--- src/rtl/ball_pkg.sv ---
// Shared types and helpers for the ball motion controller.
//   ball_state_t : controller state encoding
//   DEF_POS_W / DEF_VEL_W : default position / velocity widths
//   sext_vel     : sign-extend the low w bits of a velocity to HELPER_W bits
//   negsat_vel   : sign-extend and pull the most negative code up by one so
//                  that a later negation of the velocity cannot overflow
package ball_pkg;

    typedef enum logic [2:0] {
        ST_IDLE,
        ST_SERVE,
        ST_RUN,
        ST_HOLD,
        ST_MISS
    } ball_state_t;

    localparam int DEF_POS_W = 4;
    localparam int DEF_VEL_W = 4;
    localparam int HELPER_W  = 16;

    function automatic logic signed [HELPER_W-1:0] sext_vel(
        input logic [HELPER_W-1:0] v,
        input int                  w
    );
        logic signed [HELPER_W-1:0] t;
        t = v << (HELPER_W - w);
        return t >>> (HELPER_W - w);
    endfunction

    function automatic logic signed [HELPER_W-1:0] negsat_vel(
        input logic [HELPER_W-1:0] v,
        input int                  w
    );
        logic signed [HELPER_W-1:0] s;
        logic signed [HELPER_W-1:0] lo;
        s  = sext_vel(v, w);
        lo = '1;
        lo = lo << (w - 1);
        return (s == lo) ? (s + 16'sd1) : s;
    endfunction

endpackage

--- src/rtl/ball_axis_step.sv ---
// One-axis position/velocity update (combinational).
//   pos, vel    : current position (unsigned) and velocity (two's complement)
//   max         : largest legal position on this axis
//   reflect_hi  : 1 = bounce off the high edge, 0 = report it only (bottom miss)
//   next_pos    : position after the update
//   next_vel    : velocity after the update (negated on a reflection)
//   hit_lo      : result went below 0 and was reflected
//   hit_hi      : result went above max (reflected only when reflect_hi = 1)
module ball_axis_step
    import ball_pkg::*;
#(
    parameter int POS_W = DEF_POS_W,
    parameter int VEL_W = DEF_VEL_W
) (
    input  logic [POS_W-1:0] pos,
    input  logic [VEL_W-1:0] vel,
    input  logic [POS_W-1:0] max,
    input  logic             reflect_hi,
    output logic [POS_W-1:0] next_pos,
    output logic [VEL_W-1:0] next_vel,
    output logic             hit_lo,
    output logic             hit_hi
);

    // The sum itself fits in POS_W+2 signed bits; one extra bit keeps the
    // 2*max reflection free of overflow.
    localparam int W = POS_W + 3;

    logic signed [W-1:0] pos_s;
    logic signed [W-1:0] vel_s;
    logic signed [W-1:0] max_s;
    logic signed [W-1:0] sum;
    logic signed [W-1:0] refl;

    always_comb begin
        pos_s    = signed'(W'(pos));
        max_s    = signed'(W'(max));
        vel_s    = W'(sext_vel(HELPER_W'(vel), VEL_W));
        sum      = pos_s + vel_s;
        refl     = '0;
        next_pos = pos;
        next_vel = vel;
        hit_lo   = 1'b0;
        hit_hi   = 1'b0;
        if (sum < 0) begin
            hit_lo   = 1'b1;
            refl     = -sum;
            next_vel = -vel;
            next_pos = (refl > max_s) ? max : POS_W'(refl);
        end else if (sum > max_s) begin
            hit_hi = 1'b1;
            if (reflect_hi) begin
                refl     = (max_s <<< 1) - sum;
                next_vel = -vel;
                next_pos = (refl < 0) ? '0 : POS_W'(refl);
            end
        end else begin
            next_pos = POS_W'(sum);
        end
    end

endmodule

--- src/rtl/ball_motion_ctrl.sv ---
// Ball motion controller: serves the ball, paces position updates with a
// tick divider, reflects off the left/right/top walls and reports a miss
// when the ball crosses the bottom edge.
//   clk_50, reset_n         : clock, asynchronous active-low reset
//   start / pause / abort   : game FSM controls
//   serve_x/y, serve_vx/vy  : serve position and velocity
//   pos_x/y, vel_x/y        : current ball state for the renderer
//   step                    : one-cycle pulse when new pos/vel are visible
//   miss                    : one-cycle pulse on a bottom-edge crossing
//   busy                    : high in SERVE, RUN and HOLD
//   bounce_cnt              : reflecting updates since serve (only with
//                             BALL_BOUNCE_CNT_EN defined)
//
// state | meaning
// IDLE  | waiting for start
// SERVE | load serve position/velocity, clear tick counter (one cycle)
// RUN   | ball moving, update every TICK_DIV cycles
// HOLD  | paused, tick counter frozen
// MISS  | ball left through the bottom, position frozen until start
module ball_motion_ctrl
    import ball_pkg::*;
#(
    parameter int POS_W    = DEF_POS_W,
    parameter int VEL_W    = DEF_VEL_W,
    parameter int X_MAX    = 15,
    parameter int Y_MAX    = 15,
    parameter int TICK_DIV = 4
) (
    input  logic             clk_50,
    input  logic             reset_n,
    input  logic             start,
    input  logic             pause,
    input  logic             abort,
    input  logic [POS_W-1:0] serve_x,
    input  logic [POS_W-1:0] serve_y,
    input  logic [VEL_W-1:0] serve_vx,
    input  logic [VEL_W-1:0] serve_vy,
    output logic [POS_W-1:0] pos_x,
    output logic [POS_W-1:0] pos_y,
    output logic [VEL_W-1:0] vel_x,
    output logic [VEL_W-1:0] vel_y,
    output logic             step,
    output logic             miss,
    output logic             busy
`ifdef BALL_BOUNCE_CNT_EN
    ,
    output logic [7:0]       bounce_cnt
`endif
);

    localparam int               CNT_W     = (TICK_DIV > 1) ? $clog2(TICK_DIV) : 1;
    localparam logic [CNT_W-1:0] TICK_LAST = CNT_W'(TICK_DIV - 1);
    localparam logic [POS_W-1:0] X_LIM     = POS_W'(X_MAX);
    localparam logic [POS_W-1:0] Y_LIM     = POS_W'(Y_MAX);

    ball_state_t      state;
    ball_state_t      state_nxt;
    logic [CNT_W-1:0] tick;
    logic             upd_due;

    logic [POS_W-1:0] x_nxt;
    logic [POS_W-1:0] y_nxt;
    logic [VEL_W-1:0] vx_nxt;
    logic [VEL_W-1:0] vy_nxt;
    logic             x_lo;
    logic             x_hi;
    logic             y_lo;
    logic             y_hi;

    ball_axis_step #(.POS_W(POS_W), .VEL_W(VEL_W)) u_axis_x (
        .pos        (pos_x),
        .vel        (vel_x),
        .max        (X_LIM),
        .reflect_hi (1'b1),
        .next_pos   (x_nxt),
        .next_vel   (vx_nxt),
        .hit_lo     (x_lo),
        .hit_hi     (x_hi)
    );

    // The bottom edge is a miss, not a wall, so y never reflects high.
    ball_axis_step #(.POS_W(POS_W), .VEL_W(VEL_W)) u_axis_y (
        .pos        (pos_y),
        .vel        (vel_y),
        .max        (Y_LIM),
        .reflect_hi (1'b0),
        .next_pos   (y_nxt),
        .next_vel   (vy_nxt),
        .hit_lo     (y_lo),
        .hit_hi     (y_hi)
    );

    always_ff @(posedge clk_50 or negedge reset_n) begin
        if (!reset_n) begin
            state <= ST_IDLE;
        end else begin
            state <= state_nxt;
        end
    end

    always_comb begin
        upd_due   = (state == ST_RUN) && !pause && (tick == TICK_LAST);
        state_nxt = state;
        if (abort) begin
            state_nxt = ST_IDLE;
        end else begin
            unique case (state)
                ST_IDLE:  if (start) state_nxt = ST_SERVE;
                ST_SERVE: state_nxt = ST_RUN;
                ST_RUN: begin
                    if (pause) begin
                        state_nxt = ST_HOLD;
                    end else if (upd_due && y_hi) begin
                        state_nxt = ST_MISS;
                    end
                end
                ST_HOLD:  if (!pause) state_nxt = ST_RUN;
                ST_MISS:  if (start) state_nxt = ST_SERVE;
                default:  state_nxt = ST_IDLE;
            endcase
        end
        busy = (state == ST_SERVE) || (state == ST_RUN) || (state == ST_HOLD);
    end

    // Abort leaves pos/vel and the counter untouched; a pause that coincides
    // with the update edge leaves the counter parked at TICK_LAST so the
    // update fires on the first RUN cycle after release.
    always_ff @(posedge clk_50 or negedge reset_n) begin
        if (!reset_n) begin
            pos_x <= '0;
            pos_y <= '0;
            vel_x <= '0;
            vel_y <= '0;
            tick  <= '0;
            step  <= 1'b0;
            miss  <= 1'b0;
        end else begin
            step <= 1'b0;
            miss <= 1'b0;
            if (!abort) begin
                if (state == ST_SERVE) begin
                    pos_x <= (serve_x > X_LIM) ? X_LIM : serve_x;
                    pos_y <= (serve_y > Y_LIM) ? Y_LIM : serve_y;
                    vel_x <= VEL_W'(negsat_vel(HELPER_W'(serve_vx), VEL_W));
                    vel_y <= VEL_W'(negsat_vel(HELPER_W'(serve_vy), VEL_W));
                    tick  <= '0;
                end else if ((state == ST_RUN) && !pause) begin
                    if (tick == TICK_LAST) begin
                        tick <= '0;
                        if (y_hi) begin
                            miss <= 1'b1;
                        end else begin
                            pos_x <= x_nxt;
                            pos_y <= y_nxt;
                            vel_x <= vx_nxt;
                            vel_y <= vy_nxt;
                            step  <= 1'b1;
                        end
                    end else begin
                        tick <= tick + 1'b1;
                    end
                end
            end
        end
    end

`ifdef BALL_BOUNCE_CNT_EN
    always_ff @(posedge clk_50 or negedge reset_n) begin
        if (!reset_n) begin
            bounce_cnt <= '0;
        end else if (!abort) begin
            if (state == ST_SERVE) begin
                bounce_cnt <= '0;
            end else if (upd_due && !y_hi && (x_lo || x_hi || y_lo) &&
                         (bounce_cnt != 8'hFF)) begin
                bounce_cnt <= bounce_cnt + 8'd1;
            end
        end
    end
`else
    logic unused_hits;
    assign unused_hits = x_lo ^ x_hi ^ y_lo;
`endif

endmodule

--- config.mk ---
export PLATFORM = sky130hd
export DESIGN_NAME = ball_motion_ctrl
export DESIGN_NICKNAME = d
export VERILOG_FILES = /design/src/rtl/ball_pkg.sv /design/src/rtl/ball_axis_step.sv /design/src/rtl/ball_motion_ctrl.sv
export SDC_FILE = /design/constraint.sdc
export NUM_CORES = 1
export LEC_CHECK = 0
export BUFFER_PORTS_ARGS = -buffer_cell sky130_fd_sc_hd__buf_2
export CORE_MARGIN = 8
export CORE_UTILIZATION = 56
export DETAILED_ROUTE_END_ITERATION = 16
export HOLD_SLACK_MARGIN = 0.12
export PLACE_DENSITY_LB_ADDON = 0.08
export SLEW_MARGIN = 20
export SYNTH_ARGS = -nofsm -noshare
export SYNTH_HDL_FRONTEND = slang
export SYNTH_SLANG_ARGS = --single-unit
export TNS_END_PERCENT = 20
--- constraint.sdc ---
create_clock -name clk_50 -period 3.4 [get_ports clk_50]
set_clock_uncertainty 0.1 [all_clocks]
set_input_delay 0.51 -clock clk_50 [delete_from_list [all_inputs] [get_ports clk_50]]
set_output_delay 0.51 -clock clk_50 [all_outputs]
set_load 0.05 [all_outputs]
======== Yosys cells after proc, flatten, opt, wreduce, memory -nomap -nowiden ========
Index checks and enable logic that the tools add are counted.
operators by class
  add/sub/neg operators ................... 10
  magnitude comparators ................... 9
  eq/ne operators ......................... 12
  mux-type cells .......................... 51
  bitwise gates (word level) .............. 1
  reduce and logical (&&, ||, !) cells .... 18
operators by type and width
  operator                                                                       number
  4-bit two-way mux                                                              30
  3-bit two-way mux                                                              5
  5-bit AND reduction                                                            3
  7-bit by 5-bit > comparator with 1-bit output (second input constant)          2
  6-bit negator with 7-bit output                                                2
  5-bit by 4-bit adder with 6-bit output                                         2
  6-bit by 5-bit > comparator with 1-bit output (second input constant)          2
  6-bit by 1-bit less-than comparator with 1-bit output (second input constant)  2
  1-bit two-way mux                                                              12
  3-bit case mux with 4 select lines                                             1
  4-bit by 2-bit adder with 4-bit output (second input constant)                 2
  4-bit equality test (second input constant)                                    2
  4-bit > comparator (second input constant)                                     2
  4-bit negator                                                                  2
  7-bit by 1-bit less-than comparator with 1-bit output (second input constant)  1
  6-bit by 6-bit subtractor with 7-bit output (first input constant)             1
  3-bit by 2-bit equality test with 1-bit output (second input constant)         2
  2-bit two-way mux                                                              3
  2-bit nonzero test                                                             3
  4-bit != test (second input constant)                                          1
  4-bit AND reduction                                                            1
  3-bit by 1-bit equality test with 1-bit output (second input constant)         1
  3-bit equality test (second input constant)                                    1
  1-bit logical AND                                                              3
  other kinds (14)                                                               15
word-level totals
  flip-flop bits (word level) ............. 23
  bits of input ports ..................... 21
  output and inout bits ................... 19
  word-level logic and storage cells ...... 109

======== Longest topological paths before layout ========
Gate-level depths: netlist of the first run.
  depth in word-level cells ............... 10
  depth in mapped cells ................... 10
  depth with buffers taken out ............ 10

======== By module ========
Synthesis of the first run repeated with hierarchy kept, for this count alone.
second synthesis, totals
  cell total of the unflattened synthesis .. 359
  area, all modules ....................... 3101.7 um2
by module, submodules not included
  module                     instances  cells each  area each (um2)  seq. area each (um2)
  ball_motion_ctrl           1          123         1214.9           575.6
  ball_axis_step (u_axis_y)  1          121         964.7            0.0
  ball_axis_step (u_axis_x)  1          115         922.1            0.0

======== Worst setup path before layout of the first run ========
No wires, ideal clock.
  path kind ............................... flip-flop to flip-flop
  from .................................... reg vel_x[0]
  to ...................................... reg pos_x[3]
  library setup time ...................... 0.132 ns
  arrival time ............................ 2.782 ns
  data required time ...................... 3.168 ns
  slack ................................... 0.386 ns
  cell stages (with the launch flop) ...... 10
  path buffers ............................ 0
  period minus slack after synthesis ...... 3.014 ns
  cell sequence ........................... dfrtp_1 ha_1 fa_1 ha_1 and3b_1 maj3_1 o211ai_1 a21oi_1 a221oi_2 o22ai_1
on the way
  longest elaborated chain between the ends .. 10
  elaborated cells on any way between the ends .. 15
  classes of those cells .................. 3 x add/sub; 4 x order compare; 8 x mux
RTL lines
  what                                                   line                     RTL
  from (decl)                                            ball_motion_ctrl.sv:40   output logic [VEL_W-1:0] vel_x,
  from (signal assigned)                                 ball_motion_ctrl.sv:144  vel_x <= VEL_W'(negsat_vel(HELPER_W'(serve_vx), VEL_W));
  from (signal assigned)                                 ball_motion_ctrl.sv:155  vel_x <= vx_nxt;
  5-bit by 4-bit adder with 6-bit output *               ball_axis_step.sv:39     sum = pos_s + vel_s;
  6-bit by 6-bit subtractor with 7-bit output            ball_axis_step.sv:53     refl = (max_s <<< 1) - sum;
  7-bit by 1-bit less-than comparator with 1-bit output  ball_axis_step.sv:55     next_pos = (refl < 0) ? '0 : POS_W'(refl);
  4-bit two-way mux                                      ball_axis_step.sv:55
  4-bit two-way mux                                      ball_axis_step.sv:50     end else if (sum > max_s) begin
  4-bit two-way mux *                                    ball_axis_step.sv:45     if (sum < 0) begin
  4-bit two-way mux *                                    ball_motion_ctrl.sv:150  if (y_hi) begin
  4-bit two-way mux *                                    ball_motion_ctrl.sv:148  if (tick == TICK_LAST) begin
  4-bit two-way mux *                                    ball_motion_ctrl.sv:147  end else if ((state == ST_RUN) && !pause) begin
  4-bit two-way mux *                                    ball_motion_ctrl.sv:141  if (state == ST_SERVE) begin
  to (signal assigned)                                   ball_motion_ctrl.sv:142  pos_x <= (serve_x > X_LIM) ? X_LIM : serve_x;
  to (signal assigned)                                   ball_motion_ctrl.sv:153  pos_x <= x_nxt;
  to (decl)                                              ball_motion_ctrl.sv:38   output logic [POS_W-1:0] pos_x,
Mark *: on every way between the ends. The rest lies on a longest branch, timed or not. The select of a mux whose other input is x is not followed.
A chain may end at the register's enable or synchronous reset.

======== Worst setup path in the final report of the first run ========
  from .................................... reg vel_y[0]
  to ...................................... reg pos_y[2]
on the way
  longest elaborated chain between the ends .. 9
  elaborated cells on any way between the ends .. 17
  classes of those cells .................. 2 x add/sub; 3 x order compare; 2 x eq/ne; 9 x mux; 1 x reduce/logical
RTL lines
  what                                           line                     RTL
  from (decl)                                    ball_motion_ctrl.sv:41   output logic [VEL_W-1:0] vel_y,
  from (signal assigned)                         ball_motion_ctrl.sv:145  vel_y <= VEL_W'(negsat_vel(HELPER_W'(serve_vy), VEL_W));
  from (signal assigned)                         ball_motion_ctrl.sv:156  vel_y <= vy_nxt;
  5-bit by 4-bit adder with 6-bit output *       ball_axis_step.sv:39
  6-bit negator with 7-bit output                ball_axis_step.sv:47     refl = -sum;
  7-bit by 5-bit > comparator with 1-bit output  ball_axis_step.sv:49     next_pos = (refl > max_s) ? max : POS_W'(refl);
  4-bit two-way mux                              ball_axis_step.sv:49
  4-bit two-way mux                              ball_axis_step.sv:45
  4-bit two-way mux                              ball_motion_ctrl.sv:150
  4-bit two-way mux                              ball_motion_ctrl.sv:148
  4-bit two-way mux                              ball_motion_ctrl.sv:147
  4-bit two-way mux                              ball_motion_ctrl.sv:141
  to (signal assigned)                           ball_motion_ctrl.sv:143  pos_y <= (serve_y > Y_LIM) ? Y_LIM : serve_y;
  to (signal assigned)                           ball_motion_ctrl.sv:154  pos_y <= y_nxt;
  to (decl)                                      ball_motion_ctrl.sv:39   output logic [POS_W-1:0] pos_y,
Marked as above.

==> results.md, run 1 <==
CTS:
- The number of buffers inserted by hold repair at cts is 0.
- Counting every sink on the clock net gives 23.
- Clock latency on the worst-skew pair, taken at its later pin, is 280 ps.
- Clock tree synthesis inserted a total of 3 buffers.
- The clock tree root buffer cell is sky130_fd_sc_hd__clkbuf_8.
- After clock tree synthesis, the clock-pin slew on the worst setup and hold paths is 90 ps.
- In this run the number of H-tree levels came out at 1.
- Buffers added to address setup during post-CTS repair amount to 0.
- The longest clock path from root to sink contains 2 buffers.
- TritonCTS built the clock tree.
- The count of cells resized by post-cts repair is 0.

Synth:
- For this run, the register share of the synthesized area comes to 0.2606.
- The fraction of synthesized cell area taken by the top area cell type is 0.2606.
- The count of distinct cell types in the synthesized netlist is 64.
- The post-synthesis area per instance is 8.729 µm².
- The async set-reset flop share out of synthesis is 1.000.
- The net count after synthesis is 298.
- The Yosys step of the flow raised 0 warnings.
- sky130_fd_sc_hd__dfrtp_1 is the most common cell in the netlist.
- The cell taking the most area after synthesis is sky130_fd_sc_hd__dfrtp_1.
- The number of flip-flops and latches in the synthesized netlist is 23.
- The number of synthesized flops with an enable pin is 0.
- Synthesis produced 253 cells.
- After synthesis the cells add up to 2208 µm².
- For this run, the leading register cell type out of synthesis is sky130_fd_sc_hd__dfrtp_1.
- In the synthesized netlist, the cells that appear most often are sky130_fd_sc_hd__dfrtp_1 (23), sky130_fd_sc_hd__ha_1 (22), sky130_fd_sc_hd__nand2_1 (19).
- Yosys attributes the largest share of cell area to sky130_fd_sc_hd__dfrtp_1 (26%), sky130_fd_sc_hd__ha_1 (12%), sky130_fd_sc_hd__o21ai_0 (3.4%), sky130_fd_sc_hd__nand2_1 (3.2%), sky130_fd_sc_hd__a21oi_1 (3.2%).

Drt:
- For this run, the detailed router's first-pass iteration total came to 4.
- The total number of vias is 2111.
- After detailed routing, the total wire length is 5.635 mm.
- After detailed routing, the number of remaining DRC violations is 0.
- In this run, the number of DRC markers left after iteration 0 of detailed routing was 121.
- After detailed routing, the average wire length per cell comes to 16.62 µm.
- The routed via count divided by cell count is 6.227.
- The remaining antenna violation count after routing is 0.

Global route:
- The total overflow left after global routing is 0.
- The first global-routing pass estimated 9.729 mm of wire.
- The number of antenna violations at the first check in global routing is 0.
- For this run, the total global-route usage over all layers was measured as 0.1885.
- The via count of the first global-routing pass is 1976.
- Entering global routing, the biggest net connects 24 pins.

Worst hold path:
- The worst hold path belongs to the class primary input to asynchronous set/reset pin.

Critical path:
- On the worst path, the slowest cell contributes a delay of 680 ps.
- In this run the worst path has a maximum fanout of 11.
- The slowest cell on the critical path is sky130_fd_sc_hd__xor2_1.
- The kind of end point of the critical path is a flop.
- The endpoint identified for the worst register-to-register timing path is pos_y[2].
- The element type at the critical path start is a flop.
- On the critical path the largest part of the delay comes from compound AO/OA/AOI/OAI gates.
- The arrival time at the worst endpoint is 3090 ps.
- The launch point of the critical path is vel_y[0].
- The signal on the critical path passes through ha_1, fa_1, a21oi_1, o21bai_1, xor2_1, a31oi_4, and3_1, a221o_1.
- The type of the worst setup path is flop to flop.
- The number of buffer and inverter instances along the worst setup path is 0.
- The internal reg-to-reg setup slack is 380 ps.
- The data required time of the worst path is 3470 ps.
- The total number of cells along the worst setup path is 8.
- In this run the critical register-to-register path is launched from vel_y[0].
- Measured in cells, the most critical reg-to-reg path has a length of 8.
- The end point of the critical path is pos_y[2].

Timing:
- Setup violations remaining at the end of the flow were counted as 0.
- Headroom to the max-slew limit came out at 0.4274.
- Static timing analysis puts the maximum clock frequency at 331.2 MHz.
- The shortest clock period the worst path allows after layout is 3020 ps.
- The number of max-slew violations in the final report is 0.
- Setup repair after global routing left no endpoint under its margin.
- The post-route fraction of the period consumed by the critical path is 0.8881.
- The slew at the pin with the worst max-slew slack is 855.9 ps.
- After routing, the total negative slack on setup checks comes to 0 ps.
- The number of endpoints with negative hold slack in the final report is 0.

Cells and area:
- The number of fillers in the final layout is 350.
- The final net count is 335.
- The number of antenna diodes in the final layout is 0.
- Once layout is complete, the cells apart from fillers number 339.
- Relative to the synthesized area, the layout overhead comes to 12.46%.
- The fraction of final layout cells sized beyond drive strength 1 is 0.1972.

Job:
- The number of violations of the max-capacitance limit is 0.

Floorplan:
- The area of the die is 6209 µm².
- The floorplan has 23 rows.
- In this run the vertical extent of the chip is 78.80 µm.
- The placeable core region is 3885 µm².
- Pin placement for this block handled 40 I/O pins.
- From left edge to right edge, the die measures 78.80 µm.
- For this configuration, the core starts out at a cell density of 0.5684.

Placed design:
- The HPWL after detailed placement is 4.287 mm.
- The global placer's final weighted congestion is 0.9352.
- Port buffering added 39 buffers.
- The cell count after placement is 335.

Outcome:
- The run finished with clean final reports.
-- registers in the layout (all words and copies together), names as in the netlist --
signal / count
step: 1
state: 3
pos_y: 4
tick: 2
vel_x: 4
pos_x: 4
vel_y: 4
miss: 1
-- cell type report --
| type | instances | area (µm²) | share of cell area |
|---|---|---|---|
| clock inverters | 1 | 5.005 | 0.002015 |
| well taps | 50 | 62.56 | 0.02519 |
| flip-flops and latches | 23 | 575.6 | 0.2317 |
| multi-input cells | 205 | 1529 | 0.6156 |
| inverters | 16 | 60.06 | 0.02418 |
| repair buffers | 41 | 210.2 | 0.08463 |
| clock buffers | 3 | 41.29 | 0.01662 |
-- metal layers --
| metal | share of wire | up-vias | GRT usage |
|---|---|---|---|
| met5 | 0 | - | 0 |
| met4 | 0.010 | 0 | 0.05370 |
| li1 | - | 1038 | - |
| met2 | 0.44 | 61 | 0.2883 |
| met1 | 0.48 | 1006 | 0.2624 |
| met3 | 0.070 | 6 | 0.03725 |
-- through the flow --
step | hold WS (ps) | util | worst slack [ps] | area, µm²
floorplan | 114.4 | - | 386.1 | 2208
global placement | 391.2 | 0.6274 | 524.1 | 2437
detailed placement | 391.9 | 0.6274 | 434.1 | 2437
CTS | 121.6 | 0.6393 | 401.3 | 2484
global route | 152.1 | 0.6393 | 238.9 | 2484
finish | 102.8 | 0.6393 | 380.3 | 2484
-- cell usage in the layout, fill, tap and decap left out, drive strengths merged, types with 2 or more instances in the layout --
master | synthesis | final
a2bb2oi | 2 | 2
dfrtp | 23 | 23
nor2 | 15 | 15
a31oi | 6 | 6
nor3 | 6 | 6
nand2 | 19 | 19
inv | 16 | 16
nand3b | 3 | 3
o31ai | 2 | 2
or2 | 3 | 3
nor2b | 2 | 2
ha | 22 | 22
or4 | 2 | 2
fa | 2 | 2
mux2i | 3 | 3
a22oi | 2 | 2
clkbuf | 5 | 3
a22o | 4 | 4
a21o | 4 | 4
and2 | 2 | 2
a211oi | 8 | 8
xor2 | 4 | 4
o21ai | 17 | 17
nand4 | 2 | 2
and3 | 3 | 3
a311oi | 4 | 4
a21oi | 15 | 15
or3 | 5 | 5
buf | 4 | 41
a211o | 3 | 3
nand3 | 8 | 8
xnor2 | 6 | 6
o211ai | 7 | 7
nand2b | 2 | 2
o311ai | 5 | 5
o21bai | 2 | 2
-- logic make-up (layout without fill, tap and decap cells) --
logic type | after synthesis | in the layout | synth area share
AO/OA/AOI/OAI | 91 | 91 | 0.3020
XOR/XNOR | 10 | 10 | 0.05156
adder cells (fa/ha/maj) | 25 | 25 | 0.1473
buffers and inverters | 25 | 61 | 0.04703
flip-flops | 23 | 23 | 0.2606
multiplexers | 3 | 3 | 0.01360
AND/OR/NAND/NOR | 76 | 76 | 0.1779
-- how the worst min path moves through the flow --
stage,slack [ps],cells past startpoint,start,endpoint
2_1_floorplan,110,0,reset_n,miss
3_3_place_gp,390,1,tick[1],tick[1]
3_5_place_dp,390,1,tick[1],tick[1]
4_1_cts,120,1,reset_n,vel_x[1]
5_1_grt,150,1,reset_n,vel_x[1]
6_report,100,1,reset_n,vel_x[1]
Power of run 1 is left out: the tool's default activity adds up to more than one toggle a clock period on the data nets, which glitch-free logic cannot reach.
==> run 2: changes to the inputs <==
--- a/config.mk
+++ b/config.mk
@@ -5,6 +5,7 @@
 export SDC_FILE = /design/constraint.sdc
 export NUM_CORES = 1
 export LEC_CHECK = 0
+export ABC_AREA = 1
 export BUFFER_PORTS_ARGS = -buffer_cell sky130_fd_sc_hd__buf_2
 export CORE_MARGIN = 8
 export CORE_UTILIZATION = 56
==> results.md, run 2 <==
Drt:
- The residual DRC count was 0 (unchanged).
- The routed via count divided by cell count is 5.230 (-16%).
- The starting DRC count in detailed routing is 89 (-26%).
- The total number of vias was 2181 (+3.3%).
- The number of detailed-route iterations in the first pass is 4 (unchanged).
- The remaining antenna violation count after routing is 0 (unchanged).
- The wire length reported by the detailed router is 5.326 mm (-5.5%).
- The post-detailed-route wirelength per cell is 12.77 µm (-23%).

CTS:
- The number of buffers inserted to repair setup after CTS was 0 (unchanged).
- The CTS sink count is 23 (unchanged).
- The clock tree root buffer cell is sky130_fd_sc_hd__clkbuf_8.
- The clock insertion delay at the later pin of the skew report is 270 ps (about the same).
- The maximum level of the CTS H-tree was 1 (unchanged).
- The clock tree from TritonCTS is built.
- The buffer levels on the longest clock path was 2 (unchanged).
- The number of buffers created by CTS was 3 (unchanged).
- The clock edge transition at the registers on the reported setup and hold paths came to 90 ps (about the same).

Floorplan:
- The floorplan die width is 80.14 µm (+1.7%).
- The area of the die is 6422 µm² (+3.4%).
- The starting density of the core came to 0.5800 (+0.01159).
- The placeable core region is 3971 µm² (+2.2%).
- The die extent in y came to 80.14 µm (+1.7%).
- The number of placed I/O pins was 40 (unchanged).
- The placement row count came to 23 (unchanged).

Cells and area:
- The fraction of final layout cells sized beyond drive strength 1 came to 0.2098 (+0.01258).
- The most frequent standard cell in the layout excluding fill and tap cells is sky130_fd_sc_hd__nand2_1.
- The final net count is 413 (+23%).
- The area used by sequential logic in the layout is 575.6 µm² (unchanged).
- In the layout the commonest cells are sky130_fd_sc_hd__nand2_1 (78), sky130_fd_sc_hd__inv_1 (45), sky130_fd_sc_hd__nand3_1 (39), sky130_fd_sc_hd__buf_2 (39), sky130_fd_sc_hd__nor2_1 (28).
- The number of fillers in the final layout is 389 (+11%).
- The multi-input logic area is 1509 µm² (-1.3%).
- The signed area change from the synthesized netlist to the final layout is 12.28%.
- The final antenna diode count was 0 (unchanged).

Timing:
- The shortest clock period the worst path allows after layout came to 2597 ps (-422.9 ps).
- The number of endpoints with negative hold slack in the final report is 0 (unchanged).
- The worst relative slew slack is 0.6408 (+0.2133).
- Setup repair after global routing left no endpoint under its margin.
- The slew at the pin with the worst max-slew slack is 538.8 ps (-317.1 ps).
- The maximum frequency from static timing analysis came to 385.1 MHz (+16%).
- The number of setup violations in the final report is 0 (unchanged).
- The post-route fraction of the period consumed by the critical path was 0.7638 (-0.1244).
- The setup TNS is 0 ps (unchanged).
- The number of max-slew violations in the final report came to 0 (unchanged).

Synth:
- For this run, the leading register cell type out of synthesis is sky130_fd_sc_hd__dfrtp_1.
- In the post-synthesis netlist, the biggest area contributors are sky130_fd_sc_hd__dfrtp_1 (25%), sky130_fd_sc_hd__nand2_1 (13%), sky130_fd_sc_hd__ha_1 (12%), sky130_fd_sc_hd__nand3_1 (8.5%), sky130_fd_sc_hd__inv_1 (7.3%).
- The net count after synthesis is 371 (+24%).
- The number of synthesized flops with an enable pin came to 0 (unchanged).
- The most numerous cell in the Yosys netlist is sky130_fd_sc_hd__nand2_1.
- The async set-reset flop share out of synthesis was 1.000 (unchanged).
- The cell count after synthesis came to 326 (+29%).
- sky130_fd_sc_hd__dfrtp_1 takes more of the synthesized area than any other cell.
- The post-synthesis area per instance is 7.066 µm² (-19%).
- The area of the mapped netlist was 2303 µm² (+4.3%).
- The share of synthesized area occupied by flip-flops and latches was 0.2499 (-0.01076).
- The count of distinct cell types in the synthesized netlist came to 36 (-44%).
- The commonest cells after synthesis are sky130_fd_sc_hd__nand2_1 (78), sky130_fd_sc_hd__inv_1 (45), sky130_fd_sc_hd__nand3_1 (39).
- The fraction of synthesized cell area taken by the top area cell type is 0.2499 (-0.01076).
- The total of warnings raised by yosys is 0 (unchanged).
- The number of flip-flops and latches in the synthesized netlist is 23 (unchanged).

Global route:
- The number of antenna violations at the first check in global routing is 0 (unchanged).
- The global-route wire length before repair is 8.887 mm (-8.7%).
- The via count of the first global-routing pass came to 2088 (+5.7%).
- In this run the most used layer during global routing was met2.
- The global-route track usage on met1 is 0.1956 (-0.06676).
- The remaining global-route overflow is 0 (unchanged).
- The fraction of met2 tracks used by global routing was 0.3064 (+0.01807).
- The met3 global-route usage came to 0.02790 (-0.009344).
- The all-layer global routing usage came to 0.1695 (-0.01897).
- The largest net degree at the start of global routing is 25 (+4.2%).

Critical path:
- Walking the worst path, the cells encountered are ha_1, fa_1, inv_1, ha_1, inv_1, xor2_1, nor2_1, nand3_1, nand2_1, nand2_1, nand2_1, nand2_1, nand2_1, nand2_1, nand2_1.
- The slowest stage of the critical path belongs to the cell sky130_fd_sc_hd__fa_1.
- The number of buffer and inverter instances along the worst setup path is 2 (+2).
- The arrival time at the worst endpoint is 2660 ps (-430 ps).
- The type of the worst setup path is flop to flop.
- The most repeated library cell on the critical path is sky130_fd_sc_hd__nand2_1.
- The delay of the slowest critical-path stage came to 570 ps (-110 ps).
- The cell family contributing the most delay on the critical path is adder cells.
- The critical-path maximum fanout was 6 (-5).
- The data required time of the worst path is 3470 ps (about the same).
- The element type at the critical path start is a flop.
- The worst setup path is captured at a flop.

Outcome:
- The run finished with clean final reports.

Placed design:
- The global placer's final weighted congestion came to 0.8468 (-9.5%).
- The half-perimeter wire length after detailed placement is 4.300 mm (+0.30%).
- The count of input and output buffers is 39 (unchanged).

Job:
- The number of violations of the max-capacitance limit is 0 (unchanged).

Worst hold path:
- The class of the tightest hold or removal check is primary input to flop.
==> run 2: cell types whose count changed after synthesis, moves of 4 or more <==
cell / previous run / this run
sky130_fd_sc_hd__o311ai_0: 5 / 0
sky130_fd_sc_hd__inv_2: 0 / 5
sky130_fd_sc_hd__nand3_1: 8 / 39
sky130_fd_sc_hd__inv_1: 16 / 45
sky130_fd_sc_hd__or3_1: 5 / 0
sky130_fd_sc_hd__a21o_1: 4 / 0
sky130_fd_sc_hd__nand2_2: 0 / 8
sky130_fd_sc_hd__nor2_4: 0 / 4
sky130_fd_sc_hd__nor2_1: 14 / 28
sky130_fd_sc_hd__o211ai_1: 7 / 2
sky130_fd_sc_hd__a211oi_1: 8 / 0
sky130_fd_sc_hd__nand2_1: 19 / 78
==> run 2: path summary, 6_finish.rpt <==
check | from | to | slack [ps] | depth (start not counted)
min reg2reg | tick[1] | tick[1] | 420 | 1
min | abort | state[0] | 380 | 2
min in group asynchronous | reset_n | vel_x[1] | 640 | 2
max | vel_x[0] | pos_x[0] | 800 | 15
max in group asynchronous | reset_n | miss | 2190 | 2
max reg2reg | vel_x[0] | pos_x[0] | 800 | 15
==> run 2: through the flow <==
step / worst slack [ps] / area (µm²) / util / hold slack, ps / std cells
6_report: 803.2 / 2586 / 0.6512 / 383.9 / 417
3_5_place_dp: 835.3 / 2530 / 0.6371 / 394.5 / 412
3_3_place_gp: 913.0 / 2530 / 0.6371 / 395.1 / 412
2_1_floorplan: 789.8 / 2303 / - / 114.4 / 326
5_1_grt: 556.6 / 2586 / 0.6512 / 392.3 / 417
4_1_cts: 813.9 / 2586 / 0.6512 / 381.5 / 417
==> run 2: cells by family after synthesis <==
family / share of synthesized area
simple gates: 0.3737
compound gates: 0.1043
fa+ha+maj: 0.1369
xor+xnor: 0.03368
flops: 0.2499
buf+inv: 0.09505
mux: 0.006516
==> run 2: routing by layer <==
metal,share of wire,wire (µm)
met3,0.040,214
met1,0.44,2341
met2,0.50,2645
met5,0,0
met4,0.023,124
==> run 2: timing repair <==
action / 4_1_cts / 5_1_grt
resized for setup: 0 / 0
hold buffers: 1 / 0
endpoints found under the hold margin: 9 / 0
endpoints found under the setup margin: 0 / 0
==> run 2: layout make-up <==
class | count | area share
clock buffers | 3 | 0.01597
clock inverters | 1 | 0.001935
inverters | 50 | 0.07257
multi-input cells | 250 | 0.5835
flip-flops and latches | 23 | 0.2225
well taps | 50 | 0.02419
repair buffers | 40 | 0.07934
==> run 2: worst register-to-register path, stage by stage (launching register included) <==
cell and delay (ps):
sky130_fd_sc_hd__dfrtp_1 440, sky130_fd_sc_hd__ha_1 230, sky130_fd_sc_hd__fa_1 570, sky130_fd_sc_hd__inv_1 100
sky130_fd_sc_hd__ha_1 200, sky130_fd_sc_hd__inv_1 80, sky130_fd_sc_hd__xor2_1 180, sky130_fd_sc_hd__nor2_1 60
sky130_fd_sc_hd__nand3_1 80, sky130_fd_sc_hd__nand2_1 60, sky130_fd_sc_hd__nand2_1 100, sky130_fd_sc_hd__nand2_1 70
sky130_fd_sc_hd__nand2_1 50, sky130_fd_sc_hd__nand2_1 50, sky130_fd_sc_hd__nand2_1 70, sky130_fd_sc_hd__nand2_1 40
Power of run 2 is left out for the same reason.
==> run 3: changes to the inputs <==
--- a/config.mk
+++ b/config.mk
@@ -5,10 +5,10 @@
 export SDC_FILE = /design/constraint.sdc
 export NUM_CORES = 1
 export LEC_CHECK = 0
-export ABC_AREA = 1
+export ABC_AREA = 0
 export BUFFER_PORTS_ARGS = -buffer_cell sky130_fd_sc_hd__buf_2
 export CORE_MARGIN = 8
-export CORE_UTILIZATION = 56
+export CORE_UTILIZATION = 51
 export DETAILED_ROUTE_END_ITERATION = 16
 export HOLD_SLACK_MARGIN = 0.12
 export PLACE_DENSITY_LB_ADDON = 0.08
==> constraint.sdc (replaced) <==
create_clock -name clk_50 -period 2.1 [get_ports clk_50]
set_clock_uncertainty 0.1 [all_clocks]
set_input_delay 0.315 -clock clk_50 [delete_from_list [all_inputs] [get_ports clk_50]]
set_output_delay 0.315 -clock clk_50 [all_outputs]
set_load 0.05 [all_outputs]
==> results.md, run 3 (synthesis gave the netlist of run 1 again) <==
Outcome:
- The run finished, with violations left.
- The final reports fail on setup timing.

Critical path:
- The kind of end point of the critical path is a flop.
- The depth of the most critical reg-to-reg path is 9 (-6).
- The delay of the slowest critical-path stage was 600 ps (+30 ps).
- The data required time of the worst path is 2150 ps (-1320 ps).
- The arrival time at the worst endpoint is 2740 ps (+80 ps).
- The number of buffer and inverter instances along the worst setup path came to 0 (-2).
- The internal reg-to-reg setup slack is -590 ps (-1390 ps).
- The slowest cell on the critical path is sky130_fd_sc_hd__fa_2.
- The critical path goes through ha_4, fa_2, ha_4, and3b_1, maj3_2, o211ai_1, a21oi_2, a221oi_2, o22ai_1.
- STA classifies the critical path startpoint as a flop.
- The critical-path maximum fanout was 4 (-2).
- The cell class contributing the biggest share of worst-path delay is adder cells.
- The critical path in this run is classified as flop to flop.
- The most repeated library cell on the critical path is sky130_fd_sc_hd__ha_4.
- The worst register-to-register path begins at pos_x[0].
- The capture instance of the worst register-to-register path is pos_x[3].

Timing:
- The maximum frequency from static timing analysis is 372.2 MHz (-3.3%).
- The number of max-slew violations in the final report is 0 (unchanged).
- The slew at the pin with the worst max-slew slack came to 557.6 ps (+18.77 ps).
- Setup repair after global routing could not meet its margin everywhere.
- The worst setup margin was -586.5 ps (-1390 ps).
- The number of setup violations in the final report is 16 (+16).
- The shortest clock period the worst path allows after layout came to 2686 ps (+89.68 ps).
- The number of endpoints with negative hold slack in the final report is 0 (unchanged).
- The worst relative slew slack came to 0.6283 (-0.01251).
- The post-route fraction of the period consumed by the critical path is 1.279 (+0.5155).

Cells and area:
- The number of fillers in the final layout is 334 (-14%).
- The library cell used most frequently in the layout, excluding fill and tap cells, is sky130_fd_sc_hd__buf_4.
- The area used by sequential logic in the layout is 584.3 µm² (+1.5%).
- The signed area change from the synthesized netlist to the final layout is 40.45%.
- The final antenna diode count is 0 (unchanged).
- The top cell types in the final layout, fill and taps aside, are sky130_fd_sc_hd__buf_4 (63), sky130_fd_sc_hd__buf_2 (39), sky130_fd_sc_hd__nand2_1 (19).
- The fraction of final layout cells sized beyond drive strength 1 came to 0.4148 (+0.2050).
- The multi-input logic area is 1658 µm² (+9.9%).
- The number of standard cells in the final layout excluding fillers was 404 (-3.1%).
- The final net count is 398 (-3.6%).

Worst hold path:
- The path class of the tightest hold or removal check is primary input to flop.
- The hold-critical path depth came to 2 (unchanged).
- The endpoint of the worst hold path is miss.
- In this run the most critical hold path is launched from abort.

Floorplan:
- The floorplan die width came to 81.81 µm (+2.1%).
- The number of placed I/O pins is 40 (unchanged).
- The placeable core region is 4264 µm² (+7.4%).
- The die extent in y came to 81.81 µm (+2.1%).
- The starting density of the core came to 0.5179 (-0.06213).
- The placement row count is 24 (+4.3%).
- The area of the die was 6692 µm² (+4.2%).

Drt:
- The post-detailed-route wirelength per cell was 15.46 µm (+21%).
- The routed via count divided by cell count is 5.673 (+8.5%).
- The remaining antenna violation count after routing came to 0 (unchanged).
- The number of detailed-route iterations in the first pass is 4 (unchanged).
- The total number of vias is 2292 (+5.1%).
- The wire length reported by the detailed router was 6.245 mm (+17%).
- The starting DRC count in detailed routing is 130 (+46%).
- The residual DRC count is 0 (unchanged).

Global route:
- The peak-usage layer in the global routing report is met2.
- The largest net degree at the start of global routing is 24 (-4.0%).
- The met3 global-route usage is 0.02079 (-0.007114).
- The global-route track usage on met1 is 0.2511 (+0.05553).
- The number of antenna violations at the first check in global routing is 0 (unchanged).
- The remaining global-route overflow is 0 (unchanged).
- The fraction of met2 tracks used by global routing is 0.3394 (+0.03300).
- The all-layer global routing usage was 0.1944 (+0.02485).
- The via count of the first global-routing pass is 2311 (+11%).
- The global-route wire length before repair came to 10.44 mm (+17%).

CTS:
- The buffer levels on the longest clock path is 2 (unchanged).
- The maximum level of the CTS H-tree is 1 (unchanged).
- The CTS sink count came to 23 (unchanged).
- The clock tree root buffer cell is sky130_fd_sc_hd__clkbuf_8.
- The number of buffers created by CTS came to 3 (unchanged).
- The clock tree from TritonCTS is built.
- The clock insertion delay at the later pin of the skew report is 270 ps (about the same).
- The clock edge transition at the registers on the reported setup and hold paths was 90 ps (about the same).

Placed design:
- The post-placement setup slack is -640.4 ps (-1476 ps).
- The global placer's final weighted congestion was 0.8985 (+6.1%).
- The cell count after placement is 397 (-3.6%).
- The half-perimeter wire length after detailed placement came to 4.951 mm (+15%).
- The count of input and output buffers is 39 (unchanged).

Job:
- The number of violations of the max-capacitance limit came to 0 (unchanged).
==> run 3: cell types whose count changed in the layout (fill, tap and decap cells not counted), sizes merged, moves of 4 or more <==
| cell | before | now |
|---|---|---|
| o211ai | 2 | 7 |
| inv | 50 | 16 |
| nand2 | 89 | 19 |
| xnor2 | 2 | 6 |
| buf | 39 | 103 |
| a211oi | 0 | 8 |
| a21o | 0 | 4 |
| o311ai | 0 | 5 |
| nand3 | 41 | 8 |
| or3 | 0 | 5 |
| a311oi | 0 | 4 |
| nor2 | 35 | 15 |
==> run 3: final cells by class <==
type / count / share of cell area
Multi-Input combinational cell: 205 / 0.5345
Timing Repair Buffer: 104 / 0.2223
Sequential cell: 23 / 0.1884
Tap cell: 52 / 0.02098
Inverter: 16 / 0.01936
Clock buffer: 4 / 0.01452
==> run 3: worst register-to-register path, cell delays in order, from the launching register on <==
cell,delay [ps]
sky130_fd_sc_hd__dfrtp_2,440
sky130_fd_sc_hd__ha_4,170
sky130_fd_sc_hd__fa_2,600
sky130_fd_sc_hd__ha_4,220
sky130_fd_sc_hd__and3b_1,160
sky130_fd_sc_hd__maj3_2,290
sky130_fd_sc_hd__o211ai_1,100
sky130_fd_sc_hd__a21oi_2,120
sky130_fd_sc_hd__a221oi_2,280
sky130_fd_sc_hd__o22ai_1,90
==> run 3: what timing repair did <==
item | in CTS | in global routing
buffers inserted | 1 | 1
hold buffers | 1 | 0
setup endpoints to repair | 18 | 18
hold endpoints to repair | 23 | 0
pin swaps | 14 | 16
resized for setup | 15 | 10
==> run 3: how the worst max path moves through the flow <==
stage | end | slack [ps] | cells after the start | start
global placement | pos_x[0] | -580 | 9 | vel_x[0]
finish | pos_x[3] | -590 | 9 | pos_x[0]
global route | pos_x[3] | -710 | 9 | vel_x[0]
CTS | pos_x[3] | -560 | 9 | pos_x[0]
floorplan | pos_x[3] | -680 | 9 | vel_x[0]
detailed placement | pos_y[0] | -640 | 9 | pos_y[0]
==> run 3: stage by stage <==
stage | instance area, µm² | util | TNS, ps | hold slack, ps
finish | 3102 | 0.7274 | -5747 | 212.1
global route | 3102 | 0.7274 | -7488 | 211.1
CTS | 3043 | 0.7136 | -5342 | 208.7
detailed placement | 2920 | 0.6849 | -7560 | 238.6
global placement | 2920 | 0.6849 | -7057 | 231.9
floorplan | 2238 | - | -8954 | -80.59
==> run 3: layer usage <==
metal  up-vias  routed length [µm]
met4         0                  53
met5         -                   0
met3         5                 225
li1       1161                   -
met2        50                3069
met1      1076                2897
Power of run 3 is left out for the same reason.
